[src/rtl/rv_decode_nibble_alu.sv]
// ---------------------------------------------------------------------------
// rv_decode_nibble_alu
//
// Purpose:
//   RV32I instruction-field decoder combined with a nibble-serial 32-bit ALU.
//
//   The decoder is purely combinational. It works from the latched
//   instruction word and is not affected by reset.
//
//   The ALU processes one NIBBLE_W-bit slice per clock, LSB slice first.
//   A full word takes XLEN/NIBBLE_W cycles. While the ALU is running it
//   holds the host FSM with busy.
//
// Ports:
//   clk           system clock, rising edge
//   rst_n         asynchronous active-low reset
//   instr         instruction word
//   op_code       instr[6:0]
//   rs1/rs2/rd    register index fields
//   imm           sign-extended immediate for the op_code's format
//   jump_addr     B-type offset {instr[31],instr[7],instr[30:25],instr[11:8]}
//   alu_cmd       decoded ALU op for OP/OP_IMM
//                 (ADD=0, SUB=1, AND=2, OR=3, XOR=4)
//   ctrl          ALU op for the current run (same encoding as alu_cmd)
//   word1/word2   ALU operands; they must stay stable while busy
//   perm_to_count request to run the ALU
//   busy          ALU operation in progress
//   result        ALU result register
// ---------------------------------------------------------------------------
module rv_decode_nibble_alu #(
    parameter int XLEN     = 32,
    parameter int NIBBLE_W = 4
) (
    input  logic            clk,
    input  logic            rst_n,
    input  logic [XLEN-1:0] instr,
    output logic [6:0]      op_code,
    output logic [4:0]      rs1,
    output logic [4:0]      rs2,
    output logic [4:0]      rd,
    output logic [XLEN-1:0] imm,
    output logic [11:0]     jump_addr,
    output logic [2:0]      alu_cmd,
    input  logic [2:0]      ctrl,
    input  logic [XLEN-1:0] word1,
    input  logic [XLEN-1:0] word2,
    input  logic            perm_to_count,
    output logic            busy,
    output logic [XLEN-1:0] result
);

    localparam int N_NIB = XLEN / NIBBLE_W;
    localparam int IDX_W = $clog2(N_NIB);

    localparam logic [6:0] OPC_LOAD   = 7'b0000011;
    localparam logic [6:0] OPC_OP_IMM = 7'b0010011;
    localparam logic [6:0] OPC_STORE  = 7'b0100011;
    localparam logic [6:0] OPC_OP     = 7'b0110011;
    localparam logic [6:0] OPC_LUI    = 7'b0110111;
    localparam logic [6:0] OPC_AUIPC  = 7'b0010111;
    localparam logic [6:0] OPC_BRANCH = 7'b1100011;
    localparam logic [6:0] OPC_JAL    = 7'b1101111;
    localparam logic [6:0] OPC_JALR   = 7'b1100111;
    localparam logic [6:0] OPC_SYSTEM = 7'b1110011;

    localparam logic [2:0] CMD_ADD = 3'd0;
    localparam logic [2:0] CMD_SUB = 3'd1;
    localparam logic [2:0] CMD_AND = 3'd2;
    localparam logic [2:0] CMD_OR  = 3'd3;
    localparam logic [2:0] CMD_XOR = 3'd4;

    // ---------------- decoder ----------------
    logic [2:0] funct3_s;

    assign op_code   = instr[6:0];
    assign rd        = instr[11:7];
    assign rs1       = instr[19:15];
    assign rs2       = instr[24:20];
    assign funct3_s  = instr[14:12];
    assign jump_addr = {instr[31], instr[7], instr[30:25], instr[11:8]};

    // Immediate selection by instruction format
    always_comb begin
        imm = 32'd0;
        case (op_code)
            OPC_LOAD, OPC_OP_IMM, OPC_JALR, OPC_SYSTEM:
                imm = {{20{instr[31]}}, instr[31:20]};
            OPC_STORE:
                imm = {{20{instr[31]}}, instr[31:25], instr[11:7]};
            OPC_BRANCH:
                imm = {{19{instr[31]}}, instr[31], instr[7], instr[30:25], instr[11:8], 1'b0};
            OPC_LUI, OPC_AUIPC:
                imm = {instr[31:12], 12'd0};
            OPC_JAL:
                imm = {{11{instr[31]}}, instr[31], instr[19:12], instr[20], instr[30:21], 1'b0};
            default:
                imm = 32'd0;
        endcase
    end

    // ALU command decode; only register/immediate ALU ops select anything other than ADD
    always_comb begin
        alu_cmd = CMD_ADD;
        if ((op_code == OPC_OP) || (op_code == OPC_OP_IMM)) begin
            case (funct3_s)
                3'b000: begin
                    // instr[30] distinguishes SUB from ADD, but only in the register form
                    if ((op_code == OPC_OP) && instr[30]) begin
                        alu_cmd = CMD_SUB;
                    end else begin
                        alu_cmd = CMD_ADD;
                    end
                end
                3'b111:  alu_cmd = CMD_AND;
                3'b110:  alu_cmd = CMD_OR;
                3'b100:  alu_cmd = CMD_XOR;
                default: alu_cmd = CMD_ADD;
            endcase
        end else begin
            alu_cmd = CMD_ADD;
        end
    end

    // ---------------- nibble-serial ALU ----------------
    logic [IDX_W-1:0]    idx_q,    idx_d;
    logic                done_q,   done_d;
    logic                carry_q,  carry_d;
    logic [XLEN-1:0]     result_q, result_d;

    logic [NIBBLE_W-1:0] nib_a_s;
    logic [NIBBLE_W-1:0] nib_b_s;
    logic [NIBBLE_W-1:0] nib_r_s;
    logic [NIBBLE_W:0]   sum_s;
    logic                cin_s;
    logic                is_sub_s;
    int                  base_s;

    // busy is gated by rst_n so it drops at once while reset is asserted
    assign busy   = perm_to_count & ~done_q & rst_n;
    assign result = result_q;

    // Nibble datapath: one add/sub or logic slice selected by the current index
    always_comb begin
        base_s   = int'(idx_q) * NIBBLE_W;
        is_sub_s = (ctrl == CMD_SUB);
        nib_a_s  = word1[base_s +: NIBBLE_W];
        nib_b_s  = is_sub_s ? ~word2[base_s +: NIBBLE_W] : word2[base_s +: NIBBLE_W];
        // Force the first carry-in so a stale carry can never leak into a new run
        if (idx_q == '0) begin
            cin_s = is_sub_s;
        end else begin
            cin_s = carry_q;
        end
        sum_s = {1'b0, nib_a_s} + {1'b0, nib_b_s} + {{NIBBLE_W{1'b0}}, cin_s};
        case (ctrl)
            CMD_AND: nib_r_s = word1[base_s +: NIBBLE_W] & word2[base_s +: NIBBLE_W];
            CMD_OR:  nib_r_s = word1[base_s +: NIBBLE_W] | word2[base_s +: NIBBLE_W];
            CMD_XOR: nib_r_s = word1[base_s +: NIBBLE_W] ^ word2[base_s +: NIBBLE_W];
            default: nib_r_s = sum_s[NIBBLE_W-1:0];
        endcase
    end

    // Next-state logic for index, done flag, carry and result
    always_comb begin
        idx_d    = idx_q;
        done_d   = done_q;
        carry_d  = carry_q;
        result_d = result_q;
        if (!perm_to_count) begin
            // Idle or abort: sequencing state clears, result is retained
            idx_d   = '0;
            done_d  = 1'b0;
            carry_d = 1'b0;
        end else if (!done_q) begin
            result_d[base_s +: NIBBLE_W] = nib_r_s;
            if (idx_q == IDX_W'(N_NIB - 1)) begin
                // Final carry-out is dropped: the result wraps mod 2^XLEN
                idx_d   = '0;
                done_d  = 1'b1;
                carry_d = 1'b0;
            end else begin
                idx_d   = idx_q + 1'b1;
                done_d  = 1'b0;
                carry_d = sum_s[NIBBLE_W];
            end
        end else begin
            // Completed and still requested: hold everything until the request drops
            idx_d   = idx_q;
            done_d  = done_q;
            carry_d = carry_q;
        end
    end

    // State registers with asynchronous active-low reset
    always_ff @(posedge clk or negedge rst_n) begin
        if (!rst_n) begin
            idx_q    <= '0;
            done_q   <= 1'b0;
            carry_q  <= 1'b0;
            result_q <= '0;
        end else begin
            idx_q    <= idx_d;
            done_q   <= done_d;
            carry_q  <= carry_d;
            result_q <= result_d;
        end
    end

endmodule

[config.mk]
export PLATFORM = sky130hd
export DESIGN_NAME = rv_decode_nibble_alu
export DESIGN_NICKNAME = d
export VERILOG_FILES = /design/src/rtl/rv_decode_nibble_alu.sv
export SDC_FILE = /design/constraint.sdc
export NUM_CORES = 1
export LEC_CHECK = 0
export ABC_AREA = 1
export BUFFER_PORTS_ARGS = -buffer_cell sky130_fd_sc_hd__clkbuf_2
export CAP_MARGIN = 0
export CORE_MARGIN = 1.5
export CORE_UTILIZATION = 35
export CTS_BUF_LIST = sky130_fd_sc_hd__clkbuf_16
export CTS_CLUSTER_SIZE = 12
export DETAILED_ROUTE_END_ITERATION = 10
export GPL_ROUTABILITY_DRIVEN = 1
export GPL_TIMING_DRIVEN = 0
export MAX_ROUTING_LAYER = met4
export PLACE_DENSITY = 0.67
export SLEW_MARGIN = 15
export SYNTH_ARGS = -nofsm -noshare
export SYNTH_HDL_FRONTEND = slang
export SYNTH_SLANG_ARGS = --single-unit
[constraint.sdc]
create_clock -name clk -period 3.8 [get_ports clk]
set_clock_uncertainty 0.15 [all_clocks]
set_input_delay 0.76 -clock clk [delete_from_list [all_inputs] [get_ports clk]]
set_output_delay 0.76 -clock clk [all_outputs]
set_load 0.02 [all_outputs]
==> summary.txt, run 1 <==
status -> finished clean
Comb pwr share -> 48.8%
part of the power in registers -> 29.0%
Final Cycle Share -> 89.6%
final hold violations -> 0
fraction of registers with async set/reset -> 100%
drt pass-1 iters -> 4
die span in y -> 105 um
hold_ws -> 0.329 ns
grt ovf -> 0
CP startpoint kind -> register
Reg2Reg Depth -> 14
footprint of the multi-input gates -> 0.00207 mm^2
vias -> 4,161
first-pass GRT wire length -> 17,700 um
placed instance count -> 883
Overall Global Routing Usage -> 19.6%
#FFs+latches synth -> 37
Layout Cells excl Fill -> 892
Internal Power -> 1.01 mW
power density over the cells -> 352 mW/mm^2
P&R area growth vs syn -> 36.5%
Unique masters post-synth -> 38
vias in the first global route -> 3,938
FF-to-FF End -> result[10]
drt via density -> 4.66
Clock transition at path regs -> 0.05 ns
top post-synthesis cells by area -> dfrtp_1 (25%), nand2_1 (14%), buf_4 (7.6%)
Clk network pwr share -> 22.2%
clk sinks -> 37
share of layout cells above drive strength 1 -> 40.2%
Antenna diodes -> 0
Critical Path End Type -> register
number of nets in the layout -> 878
TritonCTS buffer count -> 5
layout filler cell count -> 1,053
Reg area -> 926 um^2
most common library cells after synthesis -> nand2_1 (134), inv_1 (66), nor2_1 (61)
Syn Std Cell Area -> 0.00364 mm^2
Final WS setup -> 0.393 ns
fmax -> 0.294 GHz
worst slack, placed -> 0.0450 ns
total die area -> 0.0110 mm^2
register area share after synthesis -> 25.4%
worst rel slew slack -> 37.6%
CTS Buffer Depth -> 2
H-tree depth -> 2
I/O pin count -> 204
Synth Area per Inst -> 6.68 um^2
RD Place Congestion -> 0.890
Iteration-0 DRC Markers -> 180
crit path DAT -> 3.47 ns
count leader, synth -> nand2_1
Finished Core Util -> 48.8%
initial antenna violation count -> 0
final-report setup violation count -> 0
Net Count, Synth -> 668
Post-synth EDFFs -> 0
reg-to-reg critical path startpoint -> idx_q[1]
Post-CTS Hold Buffers -> 0
row count -> 37
latest clock arrival within the worst-skew pair -> 0.28 ns
worst min path class -> reg2reg
Fin Setup TNS -> 0 ns
share of the synthesized area in the top cell type -> 25.4%
DIE WIDTH -> 105 um
Pleak -> 2.99 nW
Core Region -> 0.0102 mm^2
Antenna Nets Post-Route -> 0
Hold Crit Start -> result[12]
DP HPWL -> 8980 um
kind of critical path -> reg2reg
R2R setup slack -> 0.39 ns
Crit path required time -> 3.87 ns
Psw -> 0.738 mW
drc violations -> 0
drt wl/cell -> 12.0 um
Synth Flop Type -> dfrtp_1
Syn Inst Count -> 545
IR drop worst, VDD -> 0.206 mV
Worst Hold Path EP -> result[12]
Max Slew Vio Count -> 0
Tightest Pin Transition -> 0.936 ns
Post CTS Setup Buffer Count -> 0
IO buf count -> 202
Sw Share -> 42.2%
initial core utilization -> 35.7%
largest area contributor in the netlist -> dfrtp_1
Period minus WS final -> 3.41 ns
largest net degree at the start of global routing -> 39
Yosys warnings -> 0
drt total wl -> 10,700 um
hold path depth -> 2
total of max-cap violations -> 0
CP max FO -> 11
CTS tree -> yes
unrepaired setup endpoints after global routing -> false
Root Buffer -> clkbuf_16
CTS resizes -> 0
critical path, stage by stage, from the launching register on:
cell and delay [ns]:
dfrtp_1 0.59, inv_1 0.16, buf_2 0.23, ha_1 0.21
ha_1 0.20, inv_1 0.12, o21ai_0 0.13, fa_1 0.43
fa_1 0.42, xnor2_1 0.18, nand2_1 0.08, nand4_1 0.07
buf_4 0.17, nand3_1 0.11, nand2_1 0.09
routing by layer:
metal | wire [um] | track usage [%] | vias up
li1 | - | - | 2127
met1 | 4540 | 22.1 | 1875
met2 | 5330 | 35.7 | 140
met3 | 606 | 2.99 | 19
met4 | 210 | 5.68 | 0
met5 | 0 | - | -
stage by stage:
step	power, mW	area (um^2)
global placement	1.33	4820
global route	1.88	4970
finish	1.75	4970
floorplan	1.07	3640
CTS	1.76	4960
detailed placement	1.36	4820
cells in the final DEF (no fill, tap or decap), types with 6 or more instances in the layout:
master | Yosys | final
dfrtp_1 | 37 | 37
inv_2 | 6 | 6
o21ai_1 | 10 | 10
nand4_1 | 22 | 22
nor2_1 | 61 | 61
nor3_2 | 7 | 7
o22ai_1 | 10 | 10
nand2_1 | 134 | 134
o21ai_0 | 46 | 46
clkbuf_2 | 0 | 202
nand2_2 | 16 | 16
buf_2 | 6 | 6
ha_1 | 19 | 19
nand3_1 | 22 | 22
inv_1 | 66 | 67
buf_4 | 37 | 38
worst max path at each step:
stage               startpoint  cells after the start          to
floorplan              ctrl[1]                     11  result[14]
global placement       ctrl[0]                     12  result[10]
detailed placement     ctrl[0]                     12  result[10]
CTS                   idx_q[1]                     13  result[10]
global route          idx_q[1]                     15  result[30]
finish                idx_q[1]                     14  result[10]
power groups by stage:
stage	sequential [mW]	clock [mW]	combinational, mW
2_1_floorplan	0.582	0	0.487
3_3_place_gp	0.512	0	0.822
3_5_place_dp	0.515	0	0.845
4_1_cts	0.509	0.395	0.851
5_1_grt	0.515	0.412	0.957
6_report	0.507	0.389	0.854
cell families (layout without fill, tap and decap cells):
| logic type | count (synthesis) | count (layout) | share of synthesized area [%] |
|---|---|---|---|
| AO/OA/AOI/OAI | 79 | 79 | 12.4 |
| XOR/XNOR | 6 | 6 | 1.44 |
| adder cells (fa/ha/maj) | 21 | 21 | 7.63 |
| buffers and inverters | 123 | 334 | 17.5 |
| flip-flops | 37 | 37 | 25.4 |
| AND/OR/NAND/NOR | 279 | 279 | 35.5 |
registers in the layout, indices dropped and copies added, names as in the netlist:
| register | cells |
|---|---|
| done_q | 1 |
| result | 32 |
| carry_q | 1 |
| idx_q | 3 |
final cells by class:
| class | count | area share (%) |
|---|---|---|
| timing repair buffer | 203 | 20.5 |
| multi-input combinational | 385 | 41.8 |
| buffer | 50 | 7.33 |
| tap | 136 | 3.43 |
| clock buffer | 5 | 2.52 |
| clock inverter | 3 | 0.277 |
| sequential | 37 | 18.6 |
| inverter | 73 | 5.52 |
Power figures use the tool's default switching activity.
==> run 2, diff against run 1 <==
==> constraint.sdc (replaced) <==
create_clock -name clk -period 3.8 [get_ports clk]
set_clock_uncertainty 0.15 [all_clocks]
set_input_delay 0.76 -clock clk [delete_from_list [all_inputs] [get_ports clk]]
set_output_delay 0.76 -clock clk [all_outputs]
set_load 0.1 [all_outputs]
==> summary.txt, run 2 (synthesis gave the netlist of run 1 again) <==
Sw Share -> 56.2% (+14 points)
initial antenna violation count -> 0 (unchanged)
commonest non-fill, non-tap cell in the layout -> clkbuf_2
share of layout cells above drive strength 1 -> 40.5% (+0.26 points)
CP max FO -> 11 (unchanged)
Fin Setup TNS -> 0 ns (unchanged)
Clk network pwr share -> 16.9% (-5.3 points)
Psw -> 1.29 mW (+75%)
Iteration-0 DRC Markers -> 251 (+39%)
layout filler cell count -> 1,045 (-0.76%)
drt via density -> 4.72 (+1.2%)
CP startpoint kind -> register
worst rel slew slack -> 38.0% (+0.45 points)
worst min path class -> reg2reg
Comb pwr share -> 61.1% (+12 points)
drc violations -> 0 (unchanged)
final hold violations -> 0 (unchanged)
latest clock arrival within the worst-skew pair -> 0.28 ns (about the same)
Tightest Pin Transition -> 0.929 ns (-0.00670 ns)
Clock transition at path regs -> 0.05 ns (about the same)
Overall Global Routing Usage -> 20.5% (+0.87 points)
Post-CTS Hold Buffers -> 0 (unchanged)
CTS tree -> yes
RD Place Congestion -> 0.874 (-1.8%)
kind of critical path -> reg2reg
row count -> 37 (unchanged)
drt wl/cell -> 12.4 um (+3.8%)
final-report setup violation count -> 0 (unchanged)
H-tree depth -> 2 (unchanged)
CTS resizes -> 0 (unchanged)
hold_ws -> 0.328 ns (-0.00107 ns)
fmax -> 0.293 GHz (-0.23%)
crit path DAT -> 3.48 ns (about the same)
max reg flops -> 32 (unchanged)
Critical Path End Type -> register
DIE WIDTH -> 105 um (unchanged)
initial core utilization -> 35.7% (unchanged)
Final Cycle Share -> 89.9% (+0.21 points)
vias in the first global route -> 4,022 (+2.1%)
placed instance count -> 883 (unchanged)
Antenna diodes -> 0 (unchanged)
Hold Crit Start -> result[24]
post-route cell area -> 0.00498 mm^2 (+0.23%)
Layout Cells excl Fill -> 892 (unchanged)
P&R area growth vs syn -> 36.8%
most frequent cells in the layout -> clkbuf_2 (202), nand2_1 (134), inv_1 (67)
reg-to-reg critical path startpoint -> idx_q[1]
drt total wl -> 11,100 um (+3.8%)
Post CTS Setup Buffer Count -> 0 (unchanged)
power density over the cells -> 463 mW/mm^2 (+31%)
Crit path required time -> 3.87 ns (about the same)
Core Region -> 0.0102 mm^2 (unchanged)
TritonCTS buffer count -> 5 (unchanged)
unrepaired setup endpoints after global routing -> false
DP HPWL -> 9330 um (+3.9%)
Period minus WS final -> 3.41 ns (+0.00786 ns)
PnR Total Power -> 2.30 mW (+32%)
vias -> 4,210 (+1.2%)
Max Slew Vio Count -> 0 (unchanged)
Pleak -> 2.99 nW (about the same)
part of the power in registers -> 22.1% (-6.9 points)
drt pass-1 iters -> 4 (unchanged)
IO buf count -> 202 (unchanged)
largest net degree at the start of global routing -> 39 (unchanged)
Antenna Nets Post-Route -> 0 (unchanged)
placed instance area -> 0.00483 mm^2 (+0.23%)
Internal Power -> 1.01 mW (-0.22%)
total die area -> 0.0110 mm^2 (unchanged)
status -> finished clean
grt ovf -> 0 (unchanged)
Root Buffer -> clkbuf_16
IR drop worst, VDD -> 0.304 mV (+48%)
die span in y -> 105 um (unchanged)
number of nets in the layout -> 878 (unchanged)
clk sinks -> 37 (unchanged)
I/O pin count -> 204 (unchanged)
total of max-cap violations -> 0 (unchanged)
CTS Buffer Depth -> 2 (unchanged)
Worst Setup SP -> idx_q[1]
first-pass GRT wire length -> 18,200 um (+3.0%)
-- run 2: cell counts in the layout (fill, tap and decap cells not counted) --
Identical to the previous run, type by type.
-- run 2: stage by stage --
step                utilization [%]  worst slack (ns)
finish                         48.9             0.385
global route                   48.9             0.158
CTS                            48.8             0.156
detailed placement             47.4            0.0401
global placement               47.4             0.101
floorplan                         -            -0.586
-- run 2: power by group through the flow --
| stage | clock network (mW) | logic (mW) | registers [mW] |
|---|---|---|---|
| 4_1_cts | 0.395 | 1.40 | 0.510 |
| 5_1_grt | 0.407 | 1.51 | 0.517 |
| 2_1_floorplan | 0 | 0.656 | 0.955 |
| 3_3_place_gp | 0 | 1.37 | 0.513 |
| 6_report | 0.388 | 1.41 | 0.509 |
| 3_5_place_dp | 0 | 1.40 | 0.516 |
-- run 2: worst max-delay path, cell delays in order, from the launching register on --
cell     delay [ns]
dfrtp_1        0.59
inv_1          0.15
buf_2          0.23
ha_1           0.20
ha_1           0.20
inv_1          0.12
o21ai_0        0.12
fa_1           0.42
fa_1           0.43
xnor2_1        0.20
nand2_1        0.08
nand4_1        0.07
buf_4          0.18
nand4_1        0.12
nand2_1        0.08
-- run 2: metal layers --
metal	share of wire, %	global-route usage, %	vias to the layer above
met5	0	-	-
met2	50	36.9	174
met3	6.5	2.87	15
li1	-	-	2142
met4	1.1	4.11	0
met1	43	24.3	1879
-- run 2: final cells by class --
type / instances / area (um^2) / area share (%)
flip-flops and latches: 37 / 926 / 18.6
clock inverters: 3 / 13.8 / 0.277
repair buffers: 203 / 1020 / 20.5
inverters: 73 / 274 / 5.51
plain buffers: 50 / 364 / 7.32
well taps: 136 / 170 / 3.42
multi-input cells: 385 / 2090 / 41.9
clock buffers: 5 / 125 / 2.51
-- run 2: worst paths after layout --
path | to | slack [ns] | cells past startpoint
max reg2reg | result[30] | 0.39 | 14
max in group asynchronous | result[9] | 2.46 | 1
max | result[30] | 0.39 | 14
min | result[24] | 0.33 | 2
min in group asynchronous | result[7] | 0.46 | 1
min reg2reg | result[24] | 0.33 | 2
